--- src/rtl/mem_arb_pkg.sv ---
// Shared constants and helpers for the CPU/DMA RAM arbiter.
// Also used by the optional wait counters (MEM_ARB_PERF_CNT_EN).
package mem_arb_pkg;

  localparam logic [1:0] ST_IDLE  = 2'd0;
  localparam logic [1:0] ST_ISSUE = 2'd1;
  localparam logic [1:0] ST_WAIT  = 2'd2;
  localparam logic [1:0] ST_ACK   = 2'd3;

  localparam logic PORT_CPU = 1'b0;
  localparam logic PORT_DMA = 1'b1;

  localparam int PERF_W = 16;

  typedef enum logic [1:0] {
    S_IDLE  = ST_IDLE,
    S_ISSUE = ST_ISSUE,
    S_WAIT  = ST_WAIT,
    S_ACK   = ST_ACK
  } state_e;

  function automatic logic [PERF_W-1:0] sat_inc(input logic [PERF_W-1:0] v);
    return (&v) ? v : v + 1'b1;
  endfunction

endpackage

--- src/rtl/mem_arbiter_if.sv ---
// Bundle of CPU, DMA and RAM-side signals around the arbiter.
// Wait-counter outputs exist only when MEM_ARB_PERF_CNT_EN is defined.
interface mem_arbiter_if
  import mem_arb_pkg::*;
#(
  parameter int ADDR_W = 9,
  parameter int DATA_W = 32
);

  logic              cpu_req;
  logic              cpu_we;
  logic [ADDR_W-1:0] cpu_addr;
  logic [DATA_W-1:0] cpu_wdata;
  logic [DATA_W-1:0] cpu_rdata;
  logic              cpu_ack;
  logic              cpu_stall;

  logic              dma_req;
  logic              dma_we;
  logic [ADDR_W-1:0] dma_addr;
  logic [DATA_W-1:0] dma_wdata;
  logic [DATA_W-1:0] dma_rdata;
  logic              dma_ack;

  logic              mem_en;
  logic              mem_we;
  logic [ADDR_W-1:0] mem_addr;
  logic [DATA_W-1:0] mem_wdata;
  logic [DATA_W-1:0] mem_rdata;

  logic              busy;
  logic              grant_id;

`ifdef MEM_ARB_PERF_CNT_EN
  logic [PERF_W-1:0] cpu_wait_cnt;
  logic [PERF_W-1:0] dma_wait_cnt;
`endif

  modport slave (
    input  cpu_req, cpu_we, cpu_addr, cpu_wdata,
    input  dma_req, dma_we, dma_addr, dma_wdata,
    input  mem_rdata,
    output cpu_rdata, cpu_ack, cpu_stall,
    output dma_rdata, dma_ack,
    output mem_en, mem_we, mem_addr, mem_wdata,
    output busy, grant_id
`ifdef MEM_ARB_PERF_CNT_EN
    , output cpu_wait_cnt, dma_wait_cnt
`endif
  );

  modport master (
    output cpu_req, cpu_we, cpu_addr, cpu_wdata,
    output dma_req, dma_we, dma_addr, dma_wdata,
    output mem_rdata,
    input  cpu_rdata, cpu_ack, cpu_stall,
    input  dma_rdata, dma_ack,
    input  mem_en, mem_we, mem_addr, mem_wdata,
    input  busy, grant_id
`ifdef MEM_ARB_PERF_CNT_EN
    , input cpu_wait_cnt, dma_wait_cnt
`endif
  );

endinterface

--- src/rtl/mem_arb_rr.sv ---
// Combinational 2-way round-robin picker: on a tie the port that did not
// win last time is chosen. req[0] is the CPU, req[1] the DMA port.
module mem_arb_rr
  import mem_arb_pkg::*;
(
  input  logic [1:0] req,
  input  logic       last_grant,
  output logic       gnt_valid,
  output logic       gnt_id
);

  always_comb begin
    gnt_valid = |req;
    gnt_id    = PORT_CPU;
    unique case (req)
      2'b01:   gnt_id = PORT_CPU;
      2'b10:   gnt_id = PORT_DMA;
      2'b11:   gnt_id = ~last_grant;
      default: gnt_id = PORT_CPU;
    endcase
  end

endmodule

--- src/rtl/mem_arbiter.sv ---
// Single-port RAM arbiter between the CPU memory path and a DMA/loader port.
// Optional per-port wait counters are enabled with MEM_ARB_PERF_CNT_EN.
module mem_arbiter
  import mem_arb_pkg::*;
#(
  parameter int ADDR_W = 9,
  parameter int DATA_W = 32,
  parameter int RD_LAT = 1
) (
  input  logic         Clock,
  input  logic         Reset,
  mem_arbiter_if.slave bus
);

  localparam int         CNT_W     = 3;
  localparam logic [CNT_W-1:0] WAIT_INIT = CNT_W'(RD_LAT - 1);

  state_e            state_q, state_d;
  logic [CNT_W-1:0]  cnt_q, cnt_d;
  logic              latch_req;
  logic              cap_rdata;

  logic              last_grant_q;
  logic              win_q;
  logic              we_q;
  logic [ADDR_W-1:0] addr_q;
  logic [DATA_W-1:0] wdata_q;
  logic [DATA_W-1:0] cpu_rdata_q;
  logic [DATA_W-1:0] dma_rdata_q;

  logic              gnt_valid;
  logic              gnt_id;

  mem_arb_rr u_rr (
    .req        ({bus.dma_req, bus.cpu_req}),
    .last_grant (last_grant_q),
    .gnt_valid  (gnt_valid),
    .gnt_id     (gnt_id)
  );

  always_comb begin
    state_d   = state_q;
    cnt_d     = cnt_q;
    latch_req = 1'b0;
    cap_rdata = 1'b0;
    unique case (state_q)
      S_IDLE: begin
        if (gnt_valid) begin
          latch_req = 1'b1;
          state_d   = S_ISSUE;
        end
      end
      S_ISSUE: begin
        if (we_q) begin
          state_d = S_ACK;
        end else begin
          cnt_d   = WAIT_INIT;
          state_d = S_WAIT;
        end
      end
      S_WAIT: begin
        // Counter hits zero on the last of RD_LAT wait cycles, when RAM data is valid.
        if (cnt_q == '0) begin
          cap_rdata = 1'b1;
          state_d   = S_ACK;
        end else begin
          cnt_d = cnt_q - 1'b1;
        end
      end
      S_ACK:   state_d = S_IDLE;
      default: state_d = S_IDLE;
    endcase
  end

  always_ff @(posedge Clock) begin
    if (Reset) begin
      state_q      <= S_IDLE;
      cnt_q        <= '0;
      last_grant_q <= PORT_DMA;
      win_q        <= PORT_CPU;
      we_q         <= 1'b0;
      addr_q       <= '0;
      wdata_q      <= '0;
      cpu_rdata_q  <= '0;
      dma_rdata_q  <= '0;
    end else begin
      state_q <= state_d;
      cnt_q   <= cnt_d;
      if (latch_req) begin
        win_q        <= gnt_id;
        last_grant_q <= gnt_id;
        we_q         <= (gnt_id == PORT_DMA) ? bus.dma_we    : bus.cpu_we;
        addr_q       <= (gnt_id == PORT_DMA) ? bus.dma_addr  : bus.cpu_addr;
        wdata_q      <= (gnt_id == PORT_DMA) ? bus.dma_wdata : bus.cpu_wdata;
      end
      if (cap_rdata) begin
        if (win_q == PORT_DMA) dma_rdata_q <= bus.mem_rdata;
        else                   cpu_rdata_q <= bus.mem_rdata;
      end
    end
  end

  assign bus.mem_en    = (state_q == S_ISSUE);
  assign bus.mem_we    = (state_q == S_ISSUE) && we_q;
  assign bus.mem_addr  = addr_q;
  assign bus.mem_wdata = wdata_q;

  assign bus.cpu_ack   = (state_q == S_ACK) && (win_q == PORT_CPU);
  assign bus.dma_ack   = (state_q == S_ACK) && (win_q == PORT_DMA);
  assign bus.cpu_stall = bus.cpu_req & ~bus.cpu_ack;
  assign bus.cpu_rdata = cpu_rdata_q;
  assign bus.dma_rdata = dma_rdata_q;
  assign bus.busy      = (state_q != S_IDLE);
  assign bus.grant_id  = last_grant_q;

`ifdef MEM_ARB_PERF_CNT_EN
  logic [PERF_W-1:0] cpu_wait_q;
  logic [PERF_W-1:0] dma_wait_q;
  logic              cpu_active;
  logic              dma_active;

  // A port is "served" from its ISSUE cycle through its ACK cycle.
  assign cpu_active = (state_q != S_IDLE) && (win_q == PORT_CPU);
  assign dma_active = (state_q != S_IDLE) && (win_q == PORT_DMA);

  always_ff @(posedge Clock) begin
    if (Reset) begin
      cpu_wait_q <= '0;
      dma_wait_q <= '0;
    end else begin
      if (bus.cpu_req && !cpu_active) cpu_wait_q <= sat_inc(cpu_wait_q);
      if (bus.dma_req && !dma_active) dma_wait_q <= sat_inc(dma_wait_q);
    end
  end

  assign bus.cpu_wait_cnt = cpu_wait_q;
  assign bus.dma_wait_cnt = dma_wait_q;
`endif

endmodule

--- src/flat_wrapper.sv ---
// flat-port wrapper written by rule: the top's interface ports become plain ports
module mem_arbiter_flat import mem_arb_pkg::*;
#(
  parameter int ADDR_W = 9,
  parameter int DATA_W = 32,
  parameter int RD_LAT = 1
)
  (Clock, Reset, bus_cpu_req, bus_cpu_we, bus_cpu_addr, bus_cpu_wdata, bus_dma_req, bus_dma_we, bus_dma_addr, bus_dma_wdata, bus_mem_rdata, bus_cpu_rdata, bus_cpu_ack, bus_cpu_stall, bus_dma_rdata, bus_dma_ack, bus_mem_en, bus_mem_we, bus_mem_addr, bus_mem_wdata, bus_busy, bus_grant_id);
  mem_arbiter_if #(.ADDR_W(ADDR_W), .DATA_W(DATA_W)) bus_i ();
  input  logic Clock;
  input  logic Reset;
  input wire logic [$bits(bus_i.cpu_req)-1:0] bus_cpu_req;
  input wire logic [$bits(bus_i.cpu_we)-1:0] bus_cpu_we;
  input wire logic [$bits(bus_i.cpu_addr)-1:0] bus_cpu_addr;
  input wire logic [$bits(bus_i.cpu_wdata)-1:0] bus_cpu_wdata;
  input wire logic [$bits(bus_i.dma_req)-1:0] bus_dma_req;
  input wire logic [$bits(bus_i.dma_we)-1:0] bus_dma_we;
  input wire logic [$bits(bus_i.dma_addr)-1:0] bus_dma_addr;
  input wire logic [$bits(bus_i.dma_wdata)-1:0] bus_dma_wdata;
  input wire logic [$bits(bus_i.mem_rdata)-1:0] bus_mem_rdata;
  output wire logic [$bits(bus_i.cpu_rdata)-1:0] bus_cpu_rdata;
  output wire logic [$bits(bus_i.cpu_ack)-1:0] bus_cpu_ack;
  output wire logic [$bits(bus_i.cpu_stall)-1:0] bus_cpu_stall;
  output wire logic [$bits(bus_i.dma_rdata)-1:0] bus_dma_rdata;
  output wire logic [$bits(bus_i.dma_ack)-1:0] bus_dma_ack;
  output wire logic [$bits(bus_i.mem_en)-1:0] bus_mem_en;
  output wire logic [$bits(bus_i.mem_we)-1:0] bus_mem_we;
  output wire logic [$bits(bus_i.mem_addr)-1:0] bus_mem_addr;
  output wire logic [$bits(bus_i.mem_wdata)-1:0] bus_mem_wdata;
  output wire logic [$bits(bus_i.busy)-1:0] bus_busy;
  output wire logic [$bits(bus_i.grant_id)-1:0] bus_grant_id;
  assign bus_i.cpu_req = bus_cpu_req;
  assign bus_i.cpu_we = bus_cpu_we;
  assign bus_i.cpu_addr = bus_cpu_addr;
  assign bus_i.cpu_wdata = bus_cpu_wdata;
  assign bus_i.dma_req = bus_dma_req;
  assign bus_i.dma_we = bus_dma_we;
  assign bus_i.dma_addr = bus_dma_addr;
  assign bus_i.dma_wdata = bus_dma_wdata;
  assign bus_i.mem_rdata = bus_mem_rdata;
  assign bus_cpu_rdata = bus_i.cpu_rdata;
  assign bus_cpu_ack = bus_i.cpu_ack;
  assign bus_cpu_stall = bus_i.cpu_stall;
  assign bus_dma_rdata = bus_i.dma_rdata;
  assign bus_dma_ack = bus_i.dma_ack;
  assign bus_mem_en = bus_i.mem_en;
  assign bus_mem_we = bus_i.mem_we;
  assign bus_mem_addr = bus_i.mem_addr;
  assign bus_mem_wdata = bus_i.mem_wdata;
  assign bus_busy = bus_i.busy;
  assign bus_grant_id = bus_i.grant_id;
  mem_arbiter #(.ADDR_W(ADDR_W), .DATA_W(DATA_W), .RD_LAT(RD_LAT)) u_core (.Clock(Clock), .Reset(Reset), .bus(bus_i));
endmodule
--- config.mk ---
export PLATFORM = sky130hd
export DESIGN_NAME = mem_arbiter_flat
export DESIGN_NICKNAME = d
export VERILOG_FILES = /design/src/rtl/mem_arb_pkg.sv /design/src/rtl/mem_arbiter_if.sv /design/src/rtl/mem_arb_rr.sv /design/src/rtl/mem_arbiter.sv /design/src/flat_wrapper.sv
export SDC_FILE = /design/constraint.sdc
export NUM_CORES = 1
export LEC_CHECK = 0
export BUFFER_PORTS_ARGS = -buffer_cell sky130_fd_sc_hd__buf_2
export CORE_MARGIN = 2
export CORE_UTILIZATION = 50
export CTS_CLUSTER_SIZE = 40
export DETAILED_ROUTE_END_ITERATION = 7
export PLACE_DENSITY = 0.82
export REMOVE_ABC_BUFFERS = 1
export SLEW_MARGIN = 20
export SYNTH_ARGS = -nofsm -noshare
export SYNTH_HDL_FRONTEND = slang
export SYNTH_SLANG_ARGS = --single-unit
--- constraint.sdc ---
create_clock -name Clock -period 2.8 [get_ports Clock]
set_input_delay 0.14 -clock Clock [delete_from_list [all_inputs] [get_ports Clock]]
set_output_delay 0.14 -clock Clock [all_outputs]
set_load 0.02 [all_outputs]
[Yosys cells after proc, flatten, opt, wreduce, memory -nomap -nowiden]
Cells that the tools add are included.
Cells by class
  bitwise logic cells: 4
  multiplexer cells: 15
  equal/unequal tests: 9
  reduce and logical (&&, ||, !) cells: 12
  add/subtract/negate cells: 1
Operators by type and width (number)
  two-way mux 32 bit: 1
  two-way mux 9 bit: 1
  equality test 2 bit (second input constant): 4
  one-hot mux 2 bit (4 select lines): 1
  two-way mux 1 bit: 6
  two-way mux 3 bit: 2
  one-hot mux 3 bit (2 select lines): 1
  AND reduction 2 bit: 3
  two-way mux 2 bit: 2
  inequality test 2 x 1 -> 1 bit (second input constant): 2
  inequality test 2 bit (second input constant): 2
  nonzero test 2 bit: 2
  logical AND 1 bit: 3
  logical NOT 3 bit: 1
  inverter 1 bit: 3
  AND reduction 3 bit: 1
  subtractor 3 x 1 -> 3 bit (second input constant): 1
  equality test 2 x 1 -> 1 bit (second input constant): 1
  logical NOT 2 bit: 1
  one-hot mux 1 bit (2 select lines): 1
  OR reduction 2 bit: 1
  bitwise AND 1 bit: 1
Word-level totals
  logic and storage cells: 50
  flip-flop bits (word level): 113
  input port bits: 120

[Logic depth before layout (Yosys ltp)]
  depth after elaboration: 4
  mapped depth: 8
  depth with buffers taken out: 5

[Hierarchy]
Synthesis repeated with hierarchy kept, for this count alone.
Unflattened totals
  cells, all modules: 523
  area, all modules: 4500.6 sq um
Modules (own cells, without submodules)
  mem_arbiter: instances 1, area each 4486.8 sq um, cells each 521
  mem_arb_rr: instances 1, area each 13.8 sq um, cells each 2

[Worst setup path after synthesis]
No wires, ideal clock.
  path kind: register -> register
  from: register u_core.state_q[0]
  to: register u_core.cpu_rdata_q[10] (netlist: u_core.bus.cpu_rdata[10])
  buffers on the path: 3
  path slack: 1.291 ns
  data required time: 2.668 ns
  stages on the path, launching flop included: 9
  setup time: 0.132 ns
  data arrival time: 1.377 ns
  path through: dfxtp_1 -> inv_1 -> ha_1 -> buf_4 -> and4bb_2 -> buf_2 -> buf_4 -> nand2_1 -> a21oi_1
On the way
  cells in the longest elaborated chain, start to end: 3
Ends and longest elaborated chain
  start, declared: line mem_arbiter.sv:18  | state_e state_q, state_d;
  start signal, assigned: line mem_arbiter.sv:87  | state_q <= state_d;
  equality test 2 bit: line mem_arbiter.sv:46  | unique case (state_q)
  two-way mux 1 bit: line mem_arbiter.sv:46
  AND reduction 2 bit (no source line)
  end signal, assigned: line mem_arbiter.sv:98  | else cpu_rdata_q <= bus.mem_rdata;
  end, declared: line mem_arbiter.sv:28  | logic [DATA_W-1:0] cpu_rdata_q;
No other way between the ends.
A chain may end at the register's enable or synchronous reset.

[Worst setup path after layout]
  from: register u_core.last_grant_q (netlist: u_core.bus.grant_id)
  to: register u_core.addr_q[1] (netlist: u_core.bus.mem_addr[1])
On the way
  cells in the longest elaborated chain, start to end: 3
Ends and longest elaborated chain
  start, declared: line mem_arbiter.sv:23  | logic last_grant_q;
  start signal, assigned: line mem_arbiter.sv:91  | last_grant_q <= gnt_id;
  inverter 1 bit: line mem_arb_rr.sv:18  | 2'b11: gnt_id = ~last_grant;
  one-hot mux 1 bit (2 select lines): line mem_arb_rr.sv:15  | unique case (req)
  two-way mux 9 bit: line mem_arbiter.sv:93  | addr_q <= (gnt_id == PORT_DMA) ? bus.dma_addr : bus.cpu_addr;
  end signal, assigned: line mem_arbiter.sv:93
  end, declared: line mem_arbiter.sv:26  | logic [ADDR_W-1:0] addr_q;
No other way between the ends.

==> impl_metrics.py <==
metrics = {
    "run_status": {
        "outcome": "complete, no violations",
    },
    "synth": {
        "avgSynthCellArea_um2": 8.32,
        "synthCells": 574,
        "yosys_warnings": 0,
        "async_reset_ff_share_pct": 0,
        "synth_seq_cells": 113,
        "synthFlopType": "dfxtp_1",
        "seq_area_frac_synth_pct": 47.4,
        "synth_cell_types": 36,
        "synth_edf_count": 0,
        "synth_area_mm2": 0.00478,
    },
    "timing": {
        "rsz0062_at_grt": "no",
        "period_share_pct": 89.9,
        "tightest_slew_ns": 0.861,
        "fin_setup_tns_ns": 0,
        "fin_skew_ns": 0.0108,
        "max_slew_margin_pct": 42.6,
        "final_max_slew_viol_count": 0,
        "finalSetupViolCount": 0,
        "finalCriticalPeriod_ns": 2.52,
        "finalHoldViolCount": 0,
        "hold_ws_ns": 0.0150,
        "fmax_mhz": 397,
    },
    "worst_hold_path": {
        "hold_class": "primary input to register",
        "min_to": "u_core.bus.mem_wdata[17]$_SDFFE_PP0P_",
        "hp-start": "bus_dma_wdata[17]",
        "whs_path_depth": 3,
    },
    "cts": {
        "cts_tree": "yes",
        "clock-sinks": 113,
        "postCtsSetupBuffers": 0,
        "cts_hold_buf": 102,
        "insertion_delay_ns": 0.50,
        "clk_pin_slew_ns": 0.06,
        "clock_path_buffers": 2,
        "cts-root-buf": "clkbuf_8",
        "htree_levels": 4,
        "cts_made_buffers": 17,
        "cts_resized": 0,
    },
    "floorplanning": {
        "core_area_mm2": 0.00924,
        "die_h_um": 102,
        "initial_core_util_pct": 51.7,
        "fp.dieArea_mm2": 0.0104,
        "ios": 232,
        "placementRows": 35,
        "die_w_um": 102,
    },
    "setup_path": {
        "reg2reg_from": "u_core.bus.grant_id$_SDFFE_PP1P_",
        "r2r_cells": 4,
        "crit_arrival_ns": 2.96,
        "reg2reg_slack_ns": 0.28,
        "cpMaxStageDelayCell": "a21bo_2",
        "worstSetupEndpointType": "register",
        "start_kind": "register",
        "critPathKind": "register to register",
        "path_max_fanout": 42,
        "cp_cell_sequence": "a21bo_2 -> nand2_1 -> a211oi_2 -> dlygate4sd3_1",
        "cp.required_ns": 3.24,
        "cp_slowest_stage_delay_ns": 0.75,
        "r2r-end": "u_core.bus.mem_addr[1]$_SDFFE_PP0P_",
    },
    "global_routing": {
        "gr-total-overflow": 0,
        "grt.total_usage_pct": 34.9,
        "antenna_found_initial": 0,
        "grt_pass1_vias": 5656,
        "grt_max_degree": 57,
        "grt_pass1_wl_um": 28400,
    },
    "pwr": {
        "cellPowerDensity_mw_per_mm2": 945,
        "leakagePower_nw": 3.45,
        "clockPowerShare_pct": 30.6,
        "seqPwrFrac_pct": 30.1,
        "switching_share_pct": 38.6,
        "peakVddDrop_mv": 0.499,
        "power_frac_comb_pct": 39.3,
        "p_int_w": 0.00436,
        "p_switching_w": 0.00275,
    },
    "drt": {
        "vias": 5745,
        "drt_wl_total_um": 18300,
        "final_antenna_net_count": 0,
        "wl_per_cell_um": 17.8,
        "drc_errors": 0,
        "avgViaCountPerCell": 5.58,
        "drt_iter0_drc": 367,
        "dr.pass1.iters": 6,
    },
    "final_layout": {
        "diodes": 0,
        "fin_cells": 1030,
        "num-nets-final": 1014,
        "syn_to_final_growth_pct": 57.5,
        "drive_gt1_share_pct": 35.4,
    },
    "job": {
        "max-cap-violations": 0,
    },
    "place": {
        "gp_congestion": 0.871,
        "dp_hpwl_um": 10000,
        "dp.cells": 895,
        "io_buffers": 231,
    },
}
## cell usage after synthesis (3+ instances only)
cell type	instances	area [um^2]
buf_6	4	45.0
buf_2	24	120
inv_1	5	18.8
o21ai_0	3	15.0
nor2_1	45	169
nand2_1	171	642
nand2b_1	3	18.8
a211oi_2	39	488
clkbuf_1	10	37.5
nor2b_1	3	18.8
a211oi_1	4	30.0
buf_4	9	67.6
dfxtp_1	113	2260
a21oi_1	109	546
ha_1	6	75.1
## stage by stage
step | setup slack [ns] | total power [W] | area (um^2) | util (%)
final | 0.284 | 0.00711 | 7530 | 81.4
after global routing | 0.106 | 0.00743 | 7530 | 81.4
after CTS | 0.508 | 0.00696 | 7520 | 81.3
after detailed placement | 0.841 | 0.00451 | 5890 | 63.8
after global placement | 0.987 | 0.00441 | 5890 | 63.8
after floorplan | 0.887 | 0.00371 | 4500 | -
## cells by family after synthesis
logic type,count (synthesis),share of synthesized area (%)
adder cells (fa/ha/maj),6,1.57
AO/OA/AOI/OAI,167,24.9
flip-flops,113,47.4
AND/OR/NAND/NOR,233,19.7
buffers and inverters,54,6.21
multiplexers,1,0.210
## cell usage in the layout (no fill, tap or decap), types with 2 or more instances in the layout
master / synthesis / layout
clkinvlp_4: 0 / 4
nand2b_1: 3 / 3
ha_1: 6 / 6
a211oi_2: 39 / 39
nor2_1: 45 / 45
o21ai_0: 3 / 3
clkinv_4: 0 / 5
inv_1: 5 / 5
buf_2: 24 / 230
buf_4: 9 / 11
bufinv_16: 0 / 3
inv_6: 0 / 2
nand2_1: 171 / 171
clkbuf_16: 0 / 16
a21oi_1: 109 / 109
dlygate4sd3_1: 0 / 103
a21bo_2: 2 / 2
a22oi_1: 2 / 2
dfxtp_1: 113 / 113
a211oi_1: 4 / 4
nand4b_1: 2 / 2
nor2b_1: 3 / 3
and2_1: 2 / 2
## critical path: cells and delay by family (launching register included)
kind            cells  cell delay [ns]
flops               1             0.45
simple gates        1             0.30
buf+inv             1             0.60
compound gates      2             1.09
## routing by layer
layer	track usage [%]	up-vias	part of all wire, %
met2	60.4	427	50
met4	21.6	0	5.4
met5	0	-	0
li1	-	2554	-
met1	37.0	2664	35
met3	10.8	100	9.7
## sequential cells by signal, summed over array words and instances, names as in the netlist
register	count
u_core.cnt_q	3
u_core.we_q	1
u_core.bus.grant_id	1
u_core.state_q	2
u_core.bus.mem_wdata	32
u_core.win_q	1
u_core.bus.mem_addr	9
u_core.bus.cpu_rdata	32
u_core.bus.dma_rdata	32
## area by class of cell
cell class	instances	area [um^2]
multi-input cells	407	2220
inverters	5	18.8
clock inverters	15	186
well taps	129	161
flip-flops and latches	113	2260
repair buffers	344	2260
clock buffers	17	414
fillers	526	1710
## power by group through the flow
stage	clock [W]	combinational, W	sequential [W]
3_5_place_dp	0	0.00237	0.00215
4_1_cts	0.00219	0.00266	0.00212
2_1_floorplan	0	0.00120	0.00251
6_report	0.00218	0.00280	0.00214
5_1_grt	0.00227	0.00299	0.00217
3_3_place_gp	0	0.00229	0.00212
## worst max path at each step
stage,end,startpoint,depth (start not counted)
after detailed placement,u_core.bus.dma_rdata[13]$_SDFFE_PP0P_,u_core.state_q[0]$_SDFFE_PP0P_,6
after global routing,u_core.bus.mem_addr[1]$_SDFFE_PP0P_,u_core.state_q[1]$_SDFFE_PP0P_,7
final,u_core.bus.mem_addr[1]$_SDFFE_PP0P_,u_core.bus.grant_id$_SDFFE_PP1P_,4
after floorplan,u_core.bus.mem_addr[1]$_SDFFE_PP0P_,u_core.state_q[0]$_SDFFE_PP0P_,5
after CTS,u_core.bus.mem_wdata[1]$_SDFFE_PP0P_,u_core.state_q[0]$_SDFFE_PP0P_,7
after global placement,u_core.bus.cpu_rdata[22]$_SDFFE_PP0P_,u_core.state_q[0]$_SDFFE_PP0P_,5
No activity file was read; power rests on OpenSTA's default activity.
